### config.mk
export PLATFORM = sky130hd
export DESIGN_NAME = spi_master_flat
export DESIGN_NICKNAME = d
export VERILOG_FILES = /design/src/rtl/spi_pkg.sv /design/src/rtl/spi_if.sv /design/src/rtl/spi_sclk_div.sv /design/src/rtl/spi_master.sv /design/src/flat_wrapper.sv
export SDC_FILE = /design/constraint.sdc
export NUM_CORES = 1
export LEC_CHECK = 0
export ABC_CLOCK_PERIOD_IN_PS = 2220
export CAP_MARGIN = 20
export CORE_MARGIN = 3
export CORE_UTILIZATION = 49
export CTS_BUF_LIST = sky130_fd_sc_hd__clkbuf_8
export DETAILED_ROUTE_END_ITERATION = 8
export PLACE_DENSITY = 0.76
export REMOVE_ABC_BUFFERS = 1
export SKIP_LAST_GASP = 1
export SLEW_MARGIN = 30
export SYNTH_ARGS = -nofsm -noshare
export SYNTH_HDL_FRONTEND = slang
export SYNTH_HIERARCHICAL = 1
export SYNTH_SLANG_ARGS = --single-unit
### constraint.sdc
create_clock -name I_clk -period 2.22 [get_ports I_clk]
set_input_delay 0.444 -clock I_clk [delete_from_list [all_inputs] [get_ports I_clk]]
set_output_delay 0.444 -clock I_clk [all_outputs]
set_load 0.1 [all_outputs]
### src/rtl/spi_pkg.sv
// SPI master shared definitions
// Frame layout constants, FSM encoding, frame builder
package spi_pkg;

  localparam int FRAME_W = 24;
  localparam int INSTR_W = 16;
  localparam int DATA_W  = 8;
  localparam int ADDR_W  = 13;

  localparam logic [1:0] W1W0     = 2'b00;
  localparam logic [4:0] LAST_BIT = 5'd24;
  localparam logic [4:0] RD_FIRST = 5'd16;

  typedef enum logic [2:0] {
    IDLE,
    SETUP,
    SCLK_HI,
    SCLK_LO,
    GAP
  } state_t;

  // instruction word followed by the data byte, zero for reads
  function automatic logic [FRAME_W-1:0] make_frame(
    input logic              rw,
    input logic [ADDR_W-1:0] addr,
    input logic [DATA_W-1:0] wdata
  );
    logic [INSTR_W-1:0] instr;
    instr = {rw, W1W0, addr};
    return {instr, rw ? {DATA_W{1'b0}} : wdata};
  endfunction

endpackage

### src/rtl/spi_if.sv
// SPI master request and pin bundle
// master modport faces the controller, slave modport the user
interface spi_if #(
  parameter int ADDR_SIZE = 13
);

  logic                 I_start;
  logic                 I_rw;
  logic [ADDR_SIZE-1:0] I_addr;
  logic [7:0]           I_wdata;
  logic                 I_sdi;
  logic                 O_sclk;
  logic                 _O_csb;
  logic                 O_sdo;
  logic                 O_busy;
  logic                 O_done;
  logic [7:0]           O_rdata;

  modport master (
    input  I_start, I_rw, I_addr, I_wdata, I_sdi,
    output O_sclk, _O_csb, O_sdo, O_busy, O_done, O_rdata
  );

  modport slave (
    output I_start, I_rw, I_addr, I_wdata, I_sdi,
    input  O_sclk, _O_csb, O_sdo, O_busy, O_done, O_rdata
  );

endinterface

### src/rtl/spi_sclk_div.sv
// SCLK half-period divider
// tick marks the last clk cycle of each half period
module spi_sclk_div #(
  parameter int CLK_DIV = 4
) (
  input  logic clk,
  input  logic rst_n,
  input  logic en,
  output logic tick
);

  localparam int W = (CLK_DIV > 1) ? $clog2(CLK_DIV) : 1;
  localparam logic [W-1:0] LAST = W'(CLK_DIV - 1);

  logic [W-1:0] cnt;

  assign tick = en && (cnt == LAST);

  // restart at each tick so every state gets a full half period
  always_ff @(posedge clk or negedge rst_n) begin
    if (!rst_n)
      cnt <= '0;
    else if (!en || tick)
      cnt <= '0;
    else
      cnt <= cnt + W'(1);
  end

endmodule

### src/rtl/spi_master.sv
// SPI master for 24-bit single-byte register frames
// mode 0 timing: sdo moves on falling SCLK, sdi taken late in high phase
module spi_master
  import spi_pkg::*;
#(
  parameter int ADDR_SIZE = 13,
  parameter int CLK_DIV   = 4
) (
  input logic   I_clk,
  input logic   _I_rstb,
  spi_if.master bus
);

  state_t state, nxt;

  logic                 tick;
  logic                 capture;
  logic                 active;
  logic                 rw_q;
  logic                 done_q;
  logic [4:0]           bitcnt;
  logic [FRAME_W-1:0]   sr;
  logic [DATA_W-1:0]    rx;
  logic [DATA_W-1:0]    rdata;
  logic [ADDR_SIZE-1:0] addr_in;
  logic [ADDR_W-1:0]    addr_ext;

  assign addr_in  = bus.I_addr;
  assign addr_ext = ADDR_W'(addr_in);

  spi_sclk_div #(
    .CLK_DIV (CLK_DIV)
  ) u_div (
    .clk   (I_clk),
    .rst_n (_I_rstb),
    .en    (state != IDLE),
    .tick  (tick)
  );

  // state register
  always_ff @(posedge I_clk or negedge _I_rstb) begin
    if (!_I_rstb)
      state <= IDLE;
    else
      state <= nxt;
  end

  // next state; start is only looked at in IDLE
  always_comb begin
    nxt     = state;
    capture = 1'b0;
    unique case (state)
      IDLE: begin
        if (bus.I_start) begin
          nxt     = SETUP;
          capture = 1'b1;
        end
      end
      SETUP:   if (tick) nxt = SCLK_HI;
      SCLK_HI: if (tick) nxt = SCLK_LO;
      SCLK_LO: begin
        if (tick)
          nxt = (bitcnt == LAST_BIT) ? GAP : SCLK_HI;
      end
      GAP:     if (tick) nxt = IDLE;
      default: nxt = IDLE;
    endcase
  end

  // frame shift, read capture and completion pulse
  always_ff @(posedge I_clk or negedge _I_rstb) begin
    if (!_I_rstb) begin
      sr     <= '0;
      rx     <= '0;
      rdata  <= '0;
      rw_q   <= 1'b0;
      bitcnt <= '0;
      done_q <= 1'b0;
    end else begin
      done_q <= 1'b0;
      if (capture) begin
        sr     <= make_frame(bus.I_rw, addr_ext, bus.I_wdata);
        rw_q   <= bus.I_rw;
        bitcnt <= '0;
        rx     <= '0;
      end else if (state == SCLK_HI && tick) begin
        sr     <= {sr[FRAME_W-2:0], 1'b0};
        bitcnt <= bitcnt + 5'd1;
        if (bitcnt >= RD_FIRST)
          rx <= {rx[DATA_W-2:0], bus.I_sdi};
      end else if (state == SCLK_LO && tick && bitcnt == LAST_BIT) begin
        done_q <= 1'b1;
        if (rw_q)
          rdata <= rx;
      end
    end
  end

  assign active      = (state == SETUP) || (state == SCLK_HI) ||
                       (state == SCLK_LO);
  assign bus._O_csb  = !active;
  assign bus.O_sclk  = (state == SCLK_HI);
  assign bus.O_sdo   = active ? sr[FRAME_W-1] : 1'b0;
  assign bus.O_busy  = (state != IDLE);
  assign bus.O_done  = done_q;
  assign bus.O_rdata = rdata;

endmodule

### src/flat_wrapper.sv
// flat-port wrapper written by rule: the top's interface ports become plain ports
module spi_master_flat import spi_pkg::*;
#(
  parameter int ADDR_SIZE = 13,
  parameter int CLK_DIV   = 4
)
  (I_clk, _I_rstb, bus_I_start, bus_I_rw, bus_I_addr, bus_I_wdata, bus_I_sdi, bus_O_sclk, bus__O_csb, bus_O_sdo, bus_O_busy, bus_O_done, bus_O_rdata);
  spi_if #(.ADDR_SIZE(ADDR_SIZE)) bus_i ();
  input logic I_clk;
  input logic _I_rstb;
  input wire logic [$bits(bus_i.I_start)-1:0] bus_I_start;
  input wire logic [$bits(bus_i.I_rw)-1:0] bus_I_rw;
  input wire logic [$bits(bus_i.I_addr)-1:0] bus_I_addr;
  input wire logic [$bits(bus_i.I_wdata)-1:0] bus_I_wdata;
  input wire logic [$bits(bus_i.I_sdi)-1:0] bus_I_sdi;
  output wire logic [$bits(bus_i.O_sclk)-1:0] bus_O_sclk;
  output wire logic [$bits(bus_i._O_csb)-1:0] bus__O_csb;
  output wire logic [$bits(bus_i.O_sdo)-1:0] bus_O_sdo;
  output wire logic [$bits(bus_i.O_busy)-1:0] bus_O_busy;
  output wire logic [$bits(bus_i.O_done)-1:0] bus_O_done;
  output wire logic [$bits(bus_i.O_rdata)-1:0] bus_O_rdata;
  assign bus_i.I_start = bus_I_start;
  assign bus_i.I_rw = bus_I_rw;
  assign bus_i.I_addr = bus_I_addr;
  assign bus_i.I_wdata = bus_I_wdata;
  assign bus_i.I_sdi = bus_I_sdi;
  assign bus_O_sclk = bus_i.O_sclk;
  assign bus__O_csb = bus_i._O_csb;
  assign bus_O_sdo = bus_i.O_sdo;
  assign bus_O_busy = bus_i.O_busy;
  assign bus_O_done = bus_i.O_done;
  assign bus_O_rdata = bus_i.O_rdata;
  spi_master #(.ADDR_SIZE(ADDR_SIZE), .CLK_DIV(CLK_DIV)) u_core (.I_clk(I_clk), ._I_rstb(_I_rstb), .bus(bus_i));
endmodule
After elaboration in Yosys (flattened, before gate mapping) --
Cells that the tools add are included.
Cells by class: add/sub/neg operators 2, $lt $le $gt $ge 1, equal/unequal tests 11, multiplexer cells 22, bitwise logic cells 2, reduce and logical (&&, ||, !) cells 16
Operators by type and width (number):
- $mux W24 | 2
- $mux W8 | 4
- $mux W3 | 6
- $pmux W3 S5 | 1
- $mux W5 | 2
- $ne A2 B1 Y1 const B | 4
- $eq A3 B2 Y1 const B | 2
- $mux W1 | 6
- $add A5 B1 Y5 const B | 1
- $eq A5 B5 Y1 const B | 1
- $ge A5 B5 Y1 const B | 1
- $reduce_and A5 Y1 | 1
- $logic_and A1 B1 Y1 | 4
- $reduce_and A4 Y1 | 1
- $reduce_bool A2 Y1 | 2
- $eq A3 B1 Y1 const B | 1
- $eq A3 B3 Y1 const B | 1
- $logic_not A3 Y1 | 1
- $logic_or A1 B1 Y1 | 3
- $reduce_bool A3 Y1 | 1
- $add A2 B1 Y2 const B | 1
- $eq A2 B2 Y1 const B | 1
- $logic_not A1 Y1 | 2
- $mux W2 | 1
- 3 further kinds | 4
Word-level totals: flip-flop bits (word level) 52, logic and storage cells 62

Depth between registers and ports, before layout --
Gate-level depths: netlist of run 1.
word-level depth 7, gate-level depth with buffers 9

Modules after synthesis --
The synthesis of run 1 kept the hierarchy.
By module, submodules not included:
- spi_master | times used 1, cells an instance 195, area each 2274.7 um2, seq. area each 1251.2 um2
- spi_sclk_div | times used 1, cells an instance 6, area each 91.3 um2, seq. area each 50.0 um2

Worst setup path before layout of run 1 --
No wires, ideal clock.
kind reg2out, from reg u_core.state[0], to out bus_O_sdo, arrival time 2.453 ns, required time 1.776 ns, path slack -0.677 ns, stages on the path, launching flop included 5, path through dfrtp_1 -> buf_2 -> nor2_1 -> or2_2 -> nor2_1
Between the ends: cells in the longest elaborated chain, start to end 4, elaborated cells on any way between the ends 6, those cells by class 3 x eq/ne; 1 x mux; 2 x reduce/logical
RTL lines:
- start: declaration | RTL line spi_master.sv:14 | state_t state, nxt;
- start signal: assignment | RTL line spi_master.sv:45 | state <= nxt;
- $eq A3 B1 Y1 / $eq A3 B2 Y1 (equally long branches) | RTL line spi_master.sv:99 | assign active = (state == SETUP) || (state == SCLK_HI) ||
- $logic_or A1 B1 Y1 | RTL line spi_master.sv:99
- $logic_or A1 B1 Y1 * | RTL line spi_master.sv:99
- $mux W1 * | RTL line spi_master.sv:103 | assign bus.O_sdo = active ? sr[FRAME_W-1] : 1'b0;
- end: declaration | RTL line flat_wrapper.sv:18 | output wire logic [$bits(bus_i.O_sdo)-1:0] bus_O_sdo;
Mark *: on every way between the ends. The rest lies on a longest branch, timed or not.

Worst setup path in the final report of run 1 --
from reg u_core.state[2], to reg u_core.sr[13]
Between the ends: cells in the longest elaborated chain, start to end 4, elaborated cells on any way between the ends 8, those cells by class 1 x eq/ne; 2 x mux; 5 x reduce/logical
RTL lines:
- $reduce_bool A3 Y1 | RTL line spi_master.sv:36 | .en (state != IDLE),
- $logic_and A1 B1 Y1 | RTL line spi_sclk_div.sv:17 | assign tick = en && (cnt == LAST);
- named net u_core.tick | RTL line spi_master.sv:16 | logic tick;
- $logic_and A1 B1 Y1 | RTL line spi_master.sv:86 | end else if (state == SCLK_HI && tick) begin
- $reduce_bool A2 Y1 (no source line)
- end signal: assignment | RTL line spi_master.sv:82 | sr <= make_frame(bus.I_rw, addr_ext, bus.I_wdata);
- end signal: assignment | RTL line spi_master.sv:87 | sr <= {sr[FRAME_W-2:0], 1'b0};
- end: declaration | RTL line spi_master.sv:22 | logic [FRAME_W-1:0] sr;
The timed path passes the listed nets, and every way through them passes these cells. A chain may end at the register's enable or synchronous reset.

==> impl_metrics.ini, run 1 <==
[synthesis]
ys_warn_count = 6
synth-edff-count = 0
ys_seq_elements = 52
yosysUniqueCellTypes = 39
avgSynthCellArea_um2 = 11.77
yosys.area.top_type_share_pct = 55.00
synth_area_mm2 = 0.002366
async_flop_share_pct = 100.0
synthCells = 201
ys.flop_type = dfrtp_1
yosysSeqAreaShare_pct = 55.00
synth_area_leaders = dfrtp_1, nand2_1, mux2_2
synth_top_cell_by_area = dfrtp_1

[critical_path]
endpoint = u_core/sr[13]$_DFFE_PN0P_
critPathArrivalTime_ns = 2.26
rrSetupSlack_ns = 0.15
critical_path.startpoint = u_core/state[2]$_DFFE_PN0P_
critPathMaxStageDelay_ns = 0.46
crit_fanout = 16
r2r_start = u_core/state[2]$_DFFE_PN0P_
worst_ep_required_time_ns = 2.41
path_buf_inv = 1
cp-start-kind = register
cp_cell_sequence = or3_1, and2_2, and4bb_2, buf_4, a22oi_1, nand2_1
cpMaxStageDelayCell = or3_1
r2r_cells = 6
criticalPathCategory = register to register
path_depth = 6
r2r_end = u_core/sr[13]$_DFFE_PN0P_
critPathTopFamily = simple AND/OR/NAND/NOR gates
cp-end-kind = register

[clock_network]
clk_pin_slew_worst_paths_ns = 0.09
cts_hold_buffers = 0
clk_path_buf_depth = 2
h-tree-depth = 2
clock_sinks = 52
numCtsBuffers = 5
clock-root-buffer = clkbuf_8
cts_tree = yes
clkLatencyLatePin_ns = 0.31

[timing]
slew_viol_final = 0
fin_crit_sh_pct = 93.21
hold_viol = 0
setup_viol = 0
maxSlewHeadroom_pct = 61.25
skew_ns = 0.01139
rsz0062_at_grt = false
min_period_ns = 2.069
worstMarginPinSlew_ns = 0.5812
max_freq_mhz = 483.3

[power_and_ir_drop]
peakVddDrop_v = 0.0005864
seqPwrFrac_pct = 41.3
finalPower_w = 0.003491
leakage_nw = 1.380
power_density_mw_per_mm2 = 1208
combinationalPowerShare_pct = 42.9
switching_share_pct = 39.84
p_int_w = 0.002100
clkPwrFrac_pct = 15.8
switchingPower_w = 0.001391

[route]
firstDrtPassIters = 4
vias = 1677
route.detailed.vias_per_inst = 5.743
drt-total-wl_um = 4395
wl_per_cell_um = 15.05
ant_nets = 0
post-route-drc-count = 0
drt_iter0_drc = 77

[place]
io_buffers = 38
dpl.hpwl_um = 3018
gp_congestion = 0.8082
dp.cells = 284

[floorplanning]
io-pin-count = 39
die_area_mm2 = 0.005699
initial_core_util_pct = 52.53
chipHeight_um = 75.49
core_area_mm2 = 0.004504
die_w_um = 75.49
rows = 24

[layout]
post_route_cells_drive_above_1_share_pct = 22.08
nets = 268
num_antenna_cells = 0
finalNonFillerCells = 292
nFillCells = 352
ff_latch_area_mm2 = 0.001301
final_common_cell = dfrtp_1
final_cell_mix = dfrtp_1, nand2_1, clkdlybuf4s50_1
synthToLayoutAreaGrowth_pct = 22.10
multiInputGateArea_um2 = 954.7

[grt]
grt_pass1_wl_um = 7189
grt_usage_pct = 16.55
grt_max_degree = 29
antenna_found_initial = 0
grt-ovfl-total = 0
grt_pass1_vias = 1555

[worst_hold_path]
hold_class = input pin to asynchronous set/reset pin

[status]
status = finished clean

[job]
maxCapViolCount = 0
-- how the worst min path moves through the flow --
stage                             startpoint                             to  slack (ns)  cells after the start
4_1_cts                              _I_rstb   u_core/bitcnt[0]$_DFFE_PN0P_        0.15                      1
3_5_place_dp   u_core/u_div/cnt[0]$_DFF_PN0_  u_core/u_div/cnt[0]$_DFF_PN0_        0.45                      1
2_1_floorplan                        _I_rstb   u_core/bitcnt[0]$_DFFE_PN0P_        0.15                      0
6_report                             _I_rstb  u_core/u_div/cnt[1]$_DFF_PN0_        0.13                      1
5_1_grt                              _I_rstb   u_core/bitcnt[1]$_DFFE_PN0P_        0.17                      1
3_3_place_gp       u_core/sr[20]$_DFFE_PN0P_      u_core/sr[21]$_DFFE_PN0P_        0.45                      2
-- cell usage after synthesis, types with 2 or more instances --
cell type,n
and4b_1,2
a22o_1,8
nand4_1,3
nand3b_1,3
nand3_1,12
a21oi_1,3
or3_1,2
nor2_1,9
nor3_1,4
a31oi_2,2
o22ai_2,4
o21ai_0,2
buf_6,2
dfrtp_1,52
and2_1,8
buf_4,6
a221o_1,7
mux2i_1,2
buf_2,5
inv_1,4
a22oi_1,9
nor3b_2,2
ha_1,3
nand2_1,25
mux2_2,8
-- registers in the layout, indices dropped and copies added, names as in the netlist --
name and cells:
u_core/bus.O_done 1, u_core/rx 8, u_core/rw_q 1, u_core/u_div/cnt 2, u_core/state 3, u_core/bus.O_rdata 8, u_core/bitcnt 5, u_core/sr 24
-- power by group through the flow --
stage          logic (W)  clock network, W  registers (W)
2_1_floorplan   0.000991                 0        0.00146
3_3_place_gp     0.00147                 0        0.00145
3_5_place_dp     0.00150                 0        0.00145
4_1_cts          0.00151          0.000572        0.00144
5_1_grt          0.00164          0.000605        0.00148
6_report         0.00150          0.000552        0.00144
-- cells by family after synthesis --
| kind of cell | count (synthesis) | share of synthesized area (%) |
|---|---|---|
| buf+inv | 18 | 4.759 |
| fa+ha+maj | 3 | 1.587 |
| flops | 52 | 55.00 |
| compound gates | 37 | 13.59 |
| simple gates | 81 | 20.41 |
| mux | 10 | 4.654 |
-- per-layer routing --
layer,global-route usage [%],share of wire (%)
met2,26.94,50
met4,6.019,0.43
met1,22.29,45
met3,2.902,4.6
met5,0,0
-- timing repair --
item | 4_1_cts | 5_1_grt
endpoints found under the setup margin | 0 | 7
resized for setup | 0 | 1
setup buffers | 0 | 0
hold endpoints to repair | 0 | 0
-- cell type report --
class,count,area share [%]
flip-flops and latches,52,45.04
multi-input cells,131,33.04
repair buffers,45,15.85
clock buffers,5,2.382
well taps,52,2.252
clock inverters,3,0.9095
inverters,4,0.5197
-- stage by stage --
stage / setup slack, ns / TNS (ns) / util (%) / area [um2] / hold slack [ns]
after detailed placement: 0.09863 / 0 / 61.97 / 2791 / 0.4452
after CTS: 0.07131 / 0 / 64.08 / 2887 / 0.1462
after floorplan: -0.6867 / -19.59 / - / 2268 / 0.1484
final: 0.1508 / 0 / 64.14 / 2889 / 0.1342
after global placement: 0.1573 / 0 / 61.97 / 2791 / 0.4460
after global routing: 0.006937 / 0 / 64.14 / 2889 / 0.1699
No activity file was read; power rests on OpenSTA's default activity.
==> inputs of run 2 (changes only) <==
ABC_CLOCK_PERIOD_IN_PS = 1660   (was 2220)
clock period = 1.66 ns   (was 2.22 ns; I/O delays follow)
==> run 2 against run 1 <==
  * The run now ends with negative hold slack, negative setup slack left
  * Hold slack lost 0.14 ns
  * Via count rose by 10%
  * Clock-buffer cell count is the same
  * Cell count rose by 9.6%
  * Sequential power is 40% higher
  * Wire length rose by 26%
  * Die area did not move
  * Critical path type unchanged
  * Critical endpoint is now u_core/bus.O_rdata[0]$_DFFE_PN0P_
  * Largest cell class unchanged
==> impl_metrics.ini, run 2 (synthesized netlist as in run 1, its figures left out) <==
[grt]
antenna_found_initial = 0
grt_pass1_wl_um = 8487
grt_usage_pct = 20.02
grt-ovfl-total = 0
grt_pass1_vias = 1814
grt_max_degree = 53

[timing]
skew_ns = 0.003964
hold_viol = 4
maxSlewHeadroom_pct = 80.29
max_freq_mhz = 571.7
setup_ws_ns = -0.08921
setup_viol = 32
slew_viol_final = 0
holdWs_ns = -0.004823
min_period_ns = 1.749
rsz0062_at_grt = true
fin_crit_sh_pct = 105.4
worstMarginPinSlew_ns = 0.2943

[layout]
num_antenna_cells = 0
post_route_cells_drive_above_1_share_pct = 41.04
final_cell_mix = dfrtp_1, clkdlybuf4s50_1, nand2_1
synthToLayoutAreaGrowth_pct = 48.23
finalNonFillerCells = 320
regMostFlops = u_core/sr
final_common_cell = dfrtp_1
fin_util_pct = 77.86
nFillCells = 270
largest_reg_flops = 24
nets = 296

[job]
maxCapViolCount = 0

[floorplanning]
die_area_mm2 = 0.005699
die_w_um = 75.49
rows = 24
io-pin-count = 39
chipHeight_um = 75.49
core_area_mm2 = 0.004504
initial_core_util_pct = 52.53

[route]
wl_per_cell_um = 17.34
firstDrtPassIters = 4
route.detailed.vias_per_inst = 5.788
top_layer = met4
vias = 1852
ant_nets = 0
met3_length_um = 207
route.met2.wl_um = 2868
post-route-drc-count = 0
wl_met1_um = 2328
drt_iter0_drc = 107
drt-total-wl_um = 5549

[critical_path]
cpMaxStageDelayCell = dfrtp_1
criticalPathCategory = register to register
critPathArrivalTime_ns = 1.95
cp-end-kind = register
worst_ep_required_time_ns = 1.86
cp_cell_sequence = or3_4, and2_4, and4b_1, nand3_4, mux2_4
critPathMaxStageDelay_ns = 0.40
critPathTopFamily = simple AND/OR/NAND/NOR gates
crit_fanout = 8
path_buf_inv = 0
cp-start-kind = register

[power_and_ir_drop]
peakVddDrop_v = 0.0009593
p_int_w = 0.003451
finalPower_w = 0.005715
switching_share_pct = 39.62
clkPwrFrac_pct = 12.7
seqPwrFrac_pct = 35.2
leakage_nw = 1.608
combinationalPowerShare_pct = 52.1
switchingPower_w = 0.002264
power_density_mw_per_mm2 = 1629

[clock_network]
clkLatencyLatePin_ns = 0.31
clk_pin_slew_worst_paths_ns = 0.09
clock_sinks = 52
h-tree-depth = 2
clock-root-buffer = clkbuf_8
cts_tree = yes
cts_hold_buffers = 0
clk_path_buf_depth = 2
numCtsBuffers = 5

[place]
gp_congestion = 0.7960
io_buffers = 38
dp.cells = 297
pre_cts_slack_ns = -0.3377
dpl.hpwl_um = 3278

[status]
status = finished with violations
violations = negative hold slack, negative setup slack

[worst_hold_path]
hold_class = input pin to asynchronous set/reset pin
[run 2: cell count changes in the layout (fill, tap and decap cells not counted), sizes merged]
cell	before	now
clkinv	2	1
buf	21	47
inv	5	4
clkinvlp	0	2
and4bb	1	2
or4b	1	2
[run 2: layout make-up]
type / count / area (um2) / area share, %
clock inverter: 3 / 23.77 / 0.6778
clock buffer: 5 / 68.82 / 1.962
sequential: 52 / 1301 / 37.10
tap: 52 / 65.06 / 1.855
multi-input combinational: 133 / 1204 / 34.32
timing repair buffer: 71 / 829.5 / 23.65
inverter: 4 / 15.01 / 0.4281
[run 2: worst register-to-register path: cells and delay by family, from the launching register on]
kind	cells	cell delay [ns]
flip-flops	1	0.40
multiplexers	1	0.32
AND/OR/NAND/NOR	4	0.92
[run 2: repair_timing]
action | in CTS | in global routing
cloned | 3 | 1
pin swaps | 33 | 19
gates resized for setup | 52 | 11
buffers inserted | 5 | 6
endpoints found under the setup margin | 49 | 47
[run 2: power by group through the flow]
| stage | clock, W | combinational (W) | sequential [W] |
|---|---|---|---|
| CTS | 0.000748 | 0.00277 | 0.00198 |
| detailed placement | 0 | 0.00226 | 0.00195 |
| global placement | 0 | 0.00220 | 0.00194 |
| floorplan | 0 | 0.00133 | 0.00196 |
| finish | 0.000724 | 0.00298 | 0.00201 |
| global route | 0.000796 | 0.00319 | 0.00205 |
[run 2: final timing paths]
path,from,endpoint,slack (ns),cells after the start
worst max-delay path,u_core/state[2]$_DFFE_PN0P_,u_core/bus.O_rdata[0]$_DFFE_PN0P_,-0.09,5
worst min-delay path,_I_rstb,u_core/bus.O_done$_DFF_PN0_,-0.005,2
worst max register to register,u_core/state[2]$_DFFE_PN0P_,u_core/bus.O_rdata[0]$_DFFE_PN0P_,-0.09,5
worst min register to register,u_core/sr[21]$_DFFE_PN0P_,u_core/sr[22]$_DFFE_PN0P_,0.49,2
max in group asynchronous,_I_rstb,u_core/sr[12]$_DFFE_PN0P_,1.42,2
min in group I_clk,u_core/sr[21]$_DFFE_PN0P_,u_core/sr[22]$_DFFE_PN0P_,0.49,2
[run 2: metal layers]
metal  GRT usage (%)  vias to the layer above
met3           4.749                       14
met1           24.42                      912
met2           33.37                       58
li1                -                      868
met5               0                        -
met4           9.709                        0
[run 2: per-stage QoR]
stage | cell area, um2 | hold WS (ns) | setup TNS, ns
after floorplan | 2268 | 0.03641 | -47.56
after global placement | 3014 | 0.3438 | -6.958
after detailed placement | 3014 | 0.3413 | -8.306
after CTS | 3403 | 0.002827 | -1.820
after global routing | 3507 | 0.007072 | -2.999
final | 3507 | -0.004823 | -1.682
==> inputs of run 3 (changes only) <==
GPL_ROUTABILITY_DRIVEN = 0   (was default)
==> results of run 3 <==
Final layout, timing and power as in run 2 (identical DEF).
